===== src/rtl/param_seq_detect_pkg.sv =====
// Shared constants and helpers for the programmable serial pattern detector.
// The helpers size the length field and build the per-length compare mask.
package param_seq_detect_pkg;

    localparam int DEF_MAX_LEN = 8;
    localparam int DEF_CNT_W   = 8;

    // Number of bits needed to hold any value from 0 to max_len inclusive.
    function automatic int clog2_len(input int max_len);
        int w;
        w = 0;
        while ((1 << w) < (max_len + 1)) begin
            w++;
        end
        return w;
    endfunction

    // Mask with the low 'len' bits set; callers slice it down to MAX_LEN bits.
    function automatic logic [31:0] len_mask(input int len);
        if (len >= 32) begin
            return '1;
        end
        return (32'd1 << len) - 32'd1;
    endfunction

endpackage


===== src/rtl/param_seq_detect_if.sv =====
// Serial data, configuration and result signals of the pattern detector.
// The slave modport is the detector's side; the master modport is the driver's side.
interface param_seq_detect_if
    import param_seq_detect_pkg::*;
#(
    parameter int MAX_LEN = DEF_MAX_LEN,
    parameter int CNT_W   = DEF_CNT_W,
    parameter int LEN_W   = clog2_len(MAX_LEN)
);
    logic               inp_bit;
    logic               inp_valid;
    logic               cfg_load;
    logic [MAX_LEN-1:0] pattern;
    logic [LEN_W-1:0]   pat_len;
    logic               overlap_en;
    logic               seq_seen;
    logic [CNT_W-1:0]   match_count;
    logic [LEN_W-1:0]   cfg_len;

    modport slave (
        input  inp_bit, inp_valid, cfg_load, pattern, pat_len, overlap_en,
        output seq_seen, match_count, cfg_len
    );

    modport master (
        output inp_bit, inp_valid, cfg_load, pattern, pat_len, overlap_en,
        input  seq_seen, match_count, cfg_len
    );
endinterface


===== src/rtl/param_seq_detect_sat_counter.sv =====
// Saturating up-counter with synchronous clear; holds at all-ones instead of wrapping.
module sat_counter #(
    parameter int CNT_W = 8
) (
    input  logic             clk,
    input  logic             reset,
    input  logic             inc,
    input  logic             clr,
    output logic [CNT_W-1:0] count
);
    always_ff @(posedge clk) begin
        if (reset || clr) begin
            count <= '0;
        end else if (inc && (count != '1)) begin
            count <= count + 1'b1;
        end
    end
endmodule


===== src/rtl/param_seq_detect.sv =====
// Runtime-programmable serial pattern detector with overlap control and a match counter.
// All outputs are registered; a match pulses seq_seen one cycle after its final bit.
module param_seq_detect
    import param_seq_detect_pkg::*;
#(
    parameter int MAX_LEN = DEF_MAX_LEN,
    parameter int CNT_W   = DEF_CNT_W,
    parameter int LEN_W   = clog2_len(MAX_LEN)
) (
    input logic                 clk,
    input logic                 reset,
    param_seq_detect_if.slave   bus
);
    localparam logic [LEN_W-1:0] LEN_MAX = LEN_W'(MAX_LEN);

    logic [MAX_LEN-1:0] hist_q, hist_d;
    logic [MAX_LEN-1:0] pat_q, pat_d;
    logic [LEN_W-1:0]   fill_q, fill_d;
    logic [LEN_W-1:0]   len_q, len_d;
    logic               ovl_q, ovl_d;
    logic               seen_q, seen_d;

    logic [MAX_LEN-1:0] shifted;
    logic [MAX_LEN-1:0] mask;
    logic [31:0]        mask_full;
    logic [LEN_W-1:0]   fill_inc;
    logic               match;
    logic [CNT_W-1:0]   count;

    // Candidate history/fill after accepting this bit; the match is judged on them.
    always_comb begin
        shifted   = {hist_q[MAX_LEN-2:0], bus.inp_bit};
        fill_inc  = (fill_q >= LEN_MAX) ? LEN_MAX : fill_q + 1'b1;
        mask_full = len_mask(int'(len_q));
        mask      = mask_full[MAX_LEN-1:0];
        match     = bus.inp_valid && !bus.cfg_load && (len_q != '0) &&
                    (fill_inc >= len_q) && (((shifted ^ pat_q) & mask) == '0);
    end

    always_comb begin
        // NOTE: every output of this block gets a default first so no latch is inferred.
        hist_d = hist_q;
        fill_d = fill_q;
        pat_d  = pat_q;
        len_d  = len_q;
        ovl_d  = ovl_q;
        seen_d = 1'b0;
        if (bus.cfg_load) begin
            pat_d  = bus.pattern;
            len_d  = (bus.pat_len > LEN_MAX) ? LEN_MAX : bus.pat_len;
            ovl_d  = bus.overlap_en;
            hist_d = '0;
            fill_d = '0;
        end else if (bus.inp_valid) begin
            hist_d = shifted;
            fill_d = (match && !ovl_q) ? '0 : fill_inc;
            seen_d = match;
        end
    end

    always_ff @(posedge clk) begin
        // NOTE: state is updated with non-blocking assignments; comb blocks use blocking ones.
        if (reset) begin
            hist_q <= '0;
            fill_q <= '0;
            pat_q  <= '0;
            len_q  <= '0;
            ovl_q  <= 1'b1;
            seen_q <= 1'b0;
        end else begin
            hist_q <= hist_d;
            fill_q <= fill_d;
            pat_q  <= pat_d;
            len_q  <= len_d;
            ovl_q  <= ovl_d;
            seen_q <= seen_d;
        end
    end

    sat_counter #(.CNT_W(CNT_W)) u_match_cnt (
        .clk   (clk),
        .reset (reset),
        .inc   (match),
        .clr   (bus.cfg_load),
        .count (count)
    );

    assign bus.seq_seen    = seen_q;
    assign bus.match_count = count;
    assign bus.cfg_len     = len_q;
endmodule


===== src/flat_wrapper.sv =====
// flat-port wrapper written by rule: the top's interface ports become plain ports
module param_seq_detect_flat import param_seq_detect_pkg::*;
#(
    parameter int MAX_LEN = DEF_MAX_LEN,
    parameter int CNT_W   = DEF_CNT_W,
    parameter int LEN_W   = clog2_len(MAX_LEN)
)
  (clk, reset, bus_inp_bit, bus_inp_valid, bus_cfg_load, bus_pattern, bus_pat_len, bus_overlap_en, bus_seq_seen, bus_match_count, bus_cfg_len);
  param_seq_detect_if #(.MAX_LEN(MAX_LEN), .CNT_W(CNT_W), .LEN_W(LEN_W)) bus_i ();
  input logic clk;
  input logic reset;
  input wire logic [$bits(bus_i.inp_bit)-1:0] bus_inp_bit;
  input wire logic [$bits(bus_i.inp_valid)-1:0] bus_inp_valid;
  input wire logic [$bits(bus_i.cfg_load)-1:0] bus_cfg_load;
  input wire logic [$bits(bus_i.pattern)-1:0] bus_pattern;
  input wire logic [$bits(bus_i.pat_len)-1:0] bus_pat_len;
  input wire logic [$bits(bus_i.overlap_en)-1:0] bus_overlap_en;
  output wire logic [$bits(bus_i.seq_seen)-1:0] bus_seq_seen;
  output wire logic [$bits(bus_i.match_count)-1:0] bus_match_count;
  output wire logic [$bits(bus_i.cfg_len)-1:0] bus_cfg_len;
  assign bus_i.inp_bit = bus_inp_bit;
  assign bus_i.inp_valid = bus_inp_valid;
  assign bus_i.cfg_load = bus_cfg_load;
  assign bus_i.pattern = bus_pattern;
  assign bus_i.pat_len = bus_pat_len;
  assign bus_i.overlap_en = bus_overlap_en;
  assign bus_seq_seen = bus_i.seq_seen;
  assign bus_match_count = bus_i.match_count;
  assign bus_cfg_len = bus_i.cfg_len;
  param_seq_detect #(.MAX_LEN(MAX_LEN), .CNT_W(CNT_W), .LEN_W(LEN_W)) u_core (.clk(clk), .reset(reset), .bus(bus_i));
endmodule

===== config.mk =====
export PLATFORM = sky130hd
export DESIGN_NAME = param_seq_detect_flat
export DESIGN_NICKNAME = d
export VERILOG_FILES = /design/src/rtl/param_seq_detect_pkg.sv /design/src/rtl/param_seq_detect_if.sv /design/src/rtl/param_seq_detect_sat_counter.sv /design/src/rtl/param_seq_detect.sv /design/src/flat_wrapper.sv
export SDC_FILE = /design/constraint.sdc
export NUM_CORES = 1
export LEC_CHECK = 0
export CORE_ASPECT_RATIO = 0.9
export CORE_UTILIZATION = 45
export CTS_CLUSTER_DIAMETER = 150
export DETAILED_ROUTE_END_ITERATION = 10
export GPL_TIMING_DRIVEN = 0
export PLACE_DENSITY = 0.77
export SYNTH_ARGS = -nofsm -noshare
export SYNTH_HDL_FRONTEND = slang
export SYNTH_SLANG_ARGS = --single-unit
export TNS_END_PERCENT = 1

===== constraint.sdc =====
create_clock -name clk -period 4.3 [get_ports clk]
set_input_delay 0.43 -clock clk [delete_from_list [all_inputs] [get_ports clk]]
set_output_delay 0.43 -clock clk [all_outputs]
set_load 0.02 [all_outputs]

== Yosys cells after proc, flatten, opt, wreduce, memory -nomap -nowiden ==
Index checks and enable logic that the tools add are counted.
Widths: inputs -> output; s select.

* Bits in latches: 0
* Memory bits (writable): 0
* Output and inout bits: 13
* Memory bits (read-only): 0
* Register bits: 33
* Word-level logic and storage cells: 34
* Memories kept: 0
* Input port bits: 18

* Div/mod/pow operators: 0
* Magnitude comparators: 3
* Mux-type cells: 3
* Bitwise operators: 3
* $add $sub $neg: 3
* Equality and inequality tests: 1
* Shifts and indexed selects: 1
* Multiply operators: 0
* Reductions and logical operators: 13

{| class="wikitable"
|+ Operators by type and width
! operator !! count
|-
| $mux 4 || 3
|-
| $add 8x1->8 const B || 1
|-
| $and 8x8->8 || 1
|-
| $logic_not 8->1 || 1
|-
| $ne 8x8->1 const B || 1
|-
| $shl 1x4->8 const A || 1
|-
| $sub 8x1->8 const B || 1
|-
| $xor 8x8->8 || 1
|-
| $logic_and 1x1->1 || 6
|-
| $add 4x1->4 const B || 1
|-
| $ge 4x4->1 || 1
|-
| $ge 4x4->1 const B || 1
|-
| $gt 4x4->1 const B || 1
|-
| $reduce_bool 4->1 || 1
|-
| $reduce_or 3->1 || 1
|-
| $logic_not 1->1 || 2
|-
| $reduce_or 2->1 || 1
|-
| $logic_or 1x1->1 || 1
|-
| $not 1->1 || 1
|}

== Depth between registers and ports, before layout ==
* Word-level depth: 7
* Mapped depth: 10

== Modules after synthesis ==
From an unflattened synthesis, not the netlist that was laid out.

* Cells, all modules: 191
* Area, all modules: 1745.4 um2

{| class="wikitable"
|+ By module, submodules not included
! module !! seq. area each (um2) !! cells each !! area an instance (um2) !! instances
|-
| param_seq_detect || 500.5 || 143 || 1323.8 || 1
|-
| sat_counter || 160.2 || 48 || 421.7 || 1
|}

== Worst setup path after synthesis ==
Ideal clock, no wire load.

* Path type: register to register
* Start point: register u_core.fill_q[0]
* End point: register u_core.u_match_cnt.count[7]
* Slack: 2.164 ns
* Data arrival time: 2.021 ns
* Path buffers: 0
* Cell stages (with the launch flop): 11
* Setup time: 0.116 ns
* Required time: 4.184 ns
* Path through: dfxtp_1 > inv_1 > ha_1 > nor2b_1 > ha_1 > o21ai_0 > a21oi_1 > o221ai_2 > nor3_4 > a21oi_1 > a31o_1

* Cells in the longest elaborated chain, start to end: 6
* Elaborated cells on any way between the ends: 7
* Those cells by class: add/sub: 1; order compare: 2; mux: 1; reduce/logical: 3

{| class="wikitable"
|+ RTL lines
! item !! RTL line !! RTL
|-
| start, declared || param_seq_detect.sv:18 || <nowiki>logic [LEN_W-1:0] fill_q, fill_d;</nowiki>
|-
| start signal, assigned || param_seq_detect.sv:72 || <nowiki>fill_q <= fill_d;</nowiki>
|-
| $add 4x1->4 or $ge 4x4->1 (tied branches) || param_seq_detect.sv:33 || <nowiki>fill_inc = (fill_q >= LEN_MAX) ? LEN_MAX : fill_q + 1'b1;</nowiki>
|-
| $mux 4 * || param_seq_detect.sv:33 ||
|-
| $ge 4x4->1 * || param_seq_detect.sv:37 || <nowiki>(fill_inc >= len_q) && (((shifted ^ pat_q) & mask) == '0);</nowiki>
|-
| $logic_and 1x1->1 * || param_seq_detect.sv:36 || <nowiki>match = bus.inp_valid && !bus.cfg_load && (len_q != '0) &&</nowiki>
|-
| $logic_and 1x1->1 * || param_seq_detect.sv:37 ||
|-
| $logic_and 1x1->1 * || param_seq_detect_sat_counter.sv:14 || <nowiki>end else if (inc && (count != '1)) begin</nowiki>
|-
| end signal, assigned || param_seq_detect_sat_counter.sv:15 || <nowiki>count <= count + 1'b1;</nowiki>
|-
| end, declared || param_seq_detect_sat_counter.sv:9 || <nowiki>output logic [CNT_W-1:0] count</nowiki>
|}

Mark *: on every way between the ends. The rest lies on a longest branch, timed or not.
A chain may end at the register's enable or synchronous reset.

== Final worst setup path ==
* Start point: register u_core.fill_q[0]
* End point: register u_core.fill_q[1]

* Cells in the longest elaborated chain, start to end: 7
* Elaborated cells on any way between the ends: 8
* Those cells by class: add/sub: 1; order compare: 2; mux: 2; reduce/logical: 3

{| class="wikitable"
|+ RTL lines
! item !! RTL line !! RTL
|-
| $add 4x1->4 or $ge 4x4->1 (tied branches) || param_seq_detect.sv:33 ||
|-
| $mux 4 * || param_seq_detect.sv:33 ||
|-
| $ge 4x4->1 || param_seq_detect.sv:37 ||
|-
| $logic_and 1x1->1 || param_seq_detect.sv:36 ||
|-
| $logic_and 1x1->1 || param_seq_detect.sv:37 ||
|-
| $logic_and 1x1->1 || param_seq_detect.sv:56 || <nowiki>fill_d = (match && !ovl_q) ? '0 : fill_inc;</nowiki>
|-
| $mux 4 * || param_seq_detect.sv:56 ||
|}

Marked as above.

==> impl_metrics.json <==
{
  "status": "finished, final reports clean",
  "cts-root-buf": "clkbuf_8",
  "criticalPathCategory": "flip-flop to flip-flop",
  "synth_common_cells": "dfxtp_1, nor2_1, mux2i_1, xnor2_1",
  "cts-resized-gates": 0,
  "power.total_uw": 706,
  "netlist_area_mm2": 0.00165,
  "ios": 31,
  "worst_pin_slew_ns": 0.675,
  "drt-initial-drc-count": 96,
  "setup_tns_ns": 0,
  "routed_wirelength_um": 3270,
  "area_growth_pct": 28.2,
  "yosysWarnings": 0,
  "ir_drop_mv": 0.213,
  "vias": 1374,
  "leakage_nw": 0.808,
  "slew_violations": 0,
  "rsz0062_at_grt": "no",
  "start_util": 0.481,
  "die-area_mm2": 0.00391,
  "worst_clock_skew_ns": 0.00490,
  "hp-class": "flip-flop to flip-flop",
  "grt.busiest_layer": "met2",
  "post-route-min-period_ns": 2.36,
  "cts_sinks": 33,
  "core-area_mm2": 0.00343,
  "hold_ws_ns": 0.522,
  "ys_ff_latch": 33,
  "cts_buffer_depth": 2,
  "gp_congestion": 0.781,
  "ys_seq_area_frac": 0.400,
  "grt-ovfl-total": 0,
  "port_buffers": 29,
  "path_cells": "inv_1 -> ha_1 -> nor2b_1 -> ha_1 -> o21ai_0 -> a21oi_1 -> o221ai_2 -> nor3_1 -> o32ai_1",
  "synth.distinct_cells": 38,
  "wl_per_cell_um": 12.4,
  "async_flop_share": 0,
  "finalNetCount": 245,
  "critPathSlowestCell": "nor3_1",
  "fin_util": 0.617,
  "clk_transition_reported_paths_ns": 0.07,
  "synthFlopType": "dfxtp_1",
  "die-height_um": 59.5,
  "cellPowerDensity_mw_per_mm2": 334,
  "cts_made_buffers": 5,
  "grt_pass1_wl_um": 5700,
  "dr.pass1.iters": 4,
  "rows": 20,
  "end_kind": "flip-flop",
  "fill_cells": 292,
  "grt_pass1_vias": 1310,
  "cp_common_cell": "ha_1",
  "fin_crit_sh": 0.548,
  "syn-num-nets": 209,
  "maxCapViolations": 0,
  "grt_usage": 0.195,
  "ys_top_cells_by_area": "dfxtp_1, mux2i_1, nor2_1",
  "crit_path_start_kind": "flip-flop",
  "syn_area_per_cell_um2": 9.02,
  "post_dp_cell_area_mm2": 0.00200,
  "drive_above_1_share": 0.0773,
  "diodes": 0,
  "htree_levels": 2,
  "fmax_mhz": 425,
  "yosysTopAreaCellShare": 0.400,
  "place_hpwl_um": 2370,
  "antenna_left": 0,
  "antenna_found_initial": 0,
  "synth_edf_count": 0,
  "max_stage_delay_ns": 0.44,
  "design_area_mm2": 0.00212,
  "viasPerCell": 5.20,
  "grtUsageMet3": 0.0635,
  "synth.largest_area_cell": "dfxtp_1",
  "die_w_um": 65.8,
  "cts_hold_buf": 0,
  "synth_cells": 183,
  "cp_max_fo": 7,
  "post_cts_buffers": 0,
  "route.detailed.drc": 0,
  "hold_violations": 0,
  "cp.required_ns": 4.45,
  "finalSetupViolCount": 0,
  "synthMostInstantiatedCell": "dfxtp_1",
  "met2_usage": 0.312,
  "cts_tree": "built",
  "worst_ep_arrival_time_ns": 2.50,
  "grt_max_degree": 12,
  "relSlewSlack": 0.550,
  "use_met1": 0.238,
  "clock_latency_ns": 0.29
}
-- metal layers --
layer,wire [um],part of all wire,vias up
met3,144,0.044,6
li1,-,-,714
met4,47,0.014,0
met1,1600,0.49,631
met5,0,0,-
met2,1480,0.45,23
-- worst paths after layout --
check	cells after the start	from	to	slack, ns
worst max-delay path	9	u_core.fill_q[0]	u_core.fill_q[1]	1.94
worst min-delay path	2	u_core.hist_q[6]	u_core.hist_q[6]	0.52
worst max register to register	9	u_core.fill_q[0]	u_core.fill_q[1]	1.94
worst min register to register	2	u_core.hist_q[6]	u_core.hist_q[6]	0.52
-- report_power, final --
part           internal [mW]  total [mW]  switching, mW
combinational         0.0407      0.0814         0.0406
clock                  0.188       0.304          0.115
sequential             0.314       0.321        0.00763
total                  0.543       0.706          0.164
-- flip-flops by register name (all words and copies together) (netlist names) --
signal / count
u_core.bus.seq_seen: 1
u_core.hist_q: 7
u_core.fill_q: 4
u_core.bus.cfg_len: 4
u_core.pat_q: 8
u_core.u_match_cnt.count: 8
u_core.ovl_q: 1
-- logic make-up after synthesis --
group	count (synthesis)	synth area share
mux	16	0.0970
flops	33	0.400
buf+inv	16	0.0364
fa+ha+maj	8	0.0607
xor+xnor	14	0.0743
compound gates	28	0.115
simple gates	68	0.216
-- layout by cell type, fill, tap and decap left out, drive strengths merged, types with 3 or more instances in the layout --
cell	count
o32ai	3
nor2	31
inv	9
mux2i	16
a21oi	8
clkbuf	12
nor3	5
o21ai	4
nor2b	4
nand3	8
clkdlybuf4s50	29
xnor2	11
ha	8
nand2	7
and3	3
o22ai	3
dfxtp	33
xor2	3
-- critical path, delay by kind of cell (launching register included) --
family / cells / cell delay (ns)
DFF: 1 / 0.38
AOI/OAI and AO/OA: 4 / 0.62
adders and majority gates: 2 / 0.55
and+or+nand+nor: 2 / 0.59
buffers and inverters: 1 / 0.07
-- layout make-up --
cell class | instances | area, um2 | area share
clock buffer | 6 | 82.6 | 0.0390
clock inverter | 2 | 37.5 | 0.0177
tap | 44 | 55.1 | 0.0260
multi-input combinational | 134 | 930 | 0.439
buffer | 7 | 26.3 | 0.0124
timing repair buffer | 29 | 290 | 0.137
sequential | 33 | 661 | 0.312
inverter | 9 | 33.8 | 0.0160
-- metrics by stage --
stage          cells  setup WS [ns]
2_1_floorplan    183           2.16
3_3_place_gp     256           1.88
3_5_place_dp     256           1.89
4_1_cts          264           1.94
5_1_grt          264           1.72
6_report         264           1.94
Note: power is estimated with default switching activity, not from simulation.
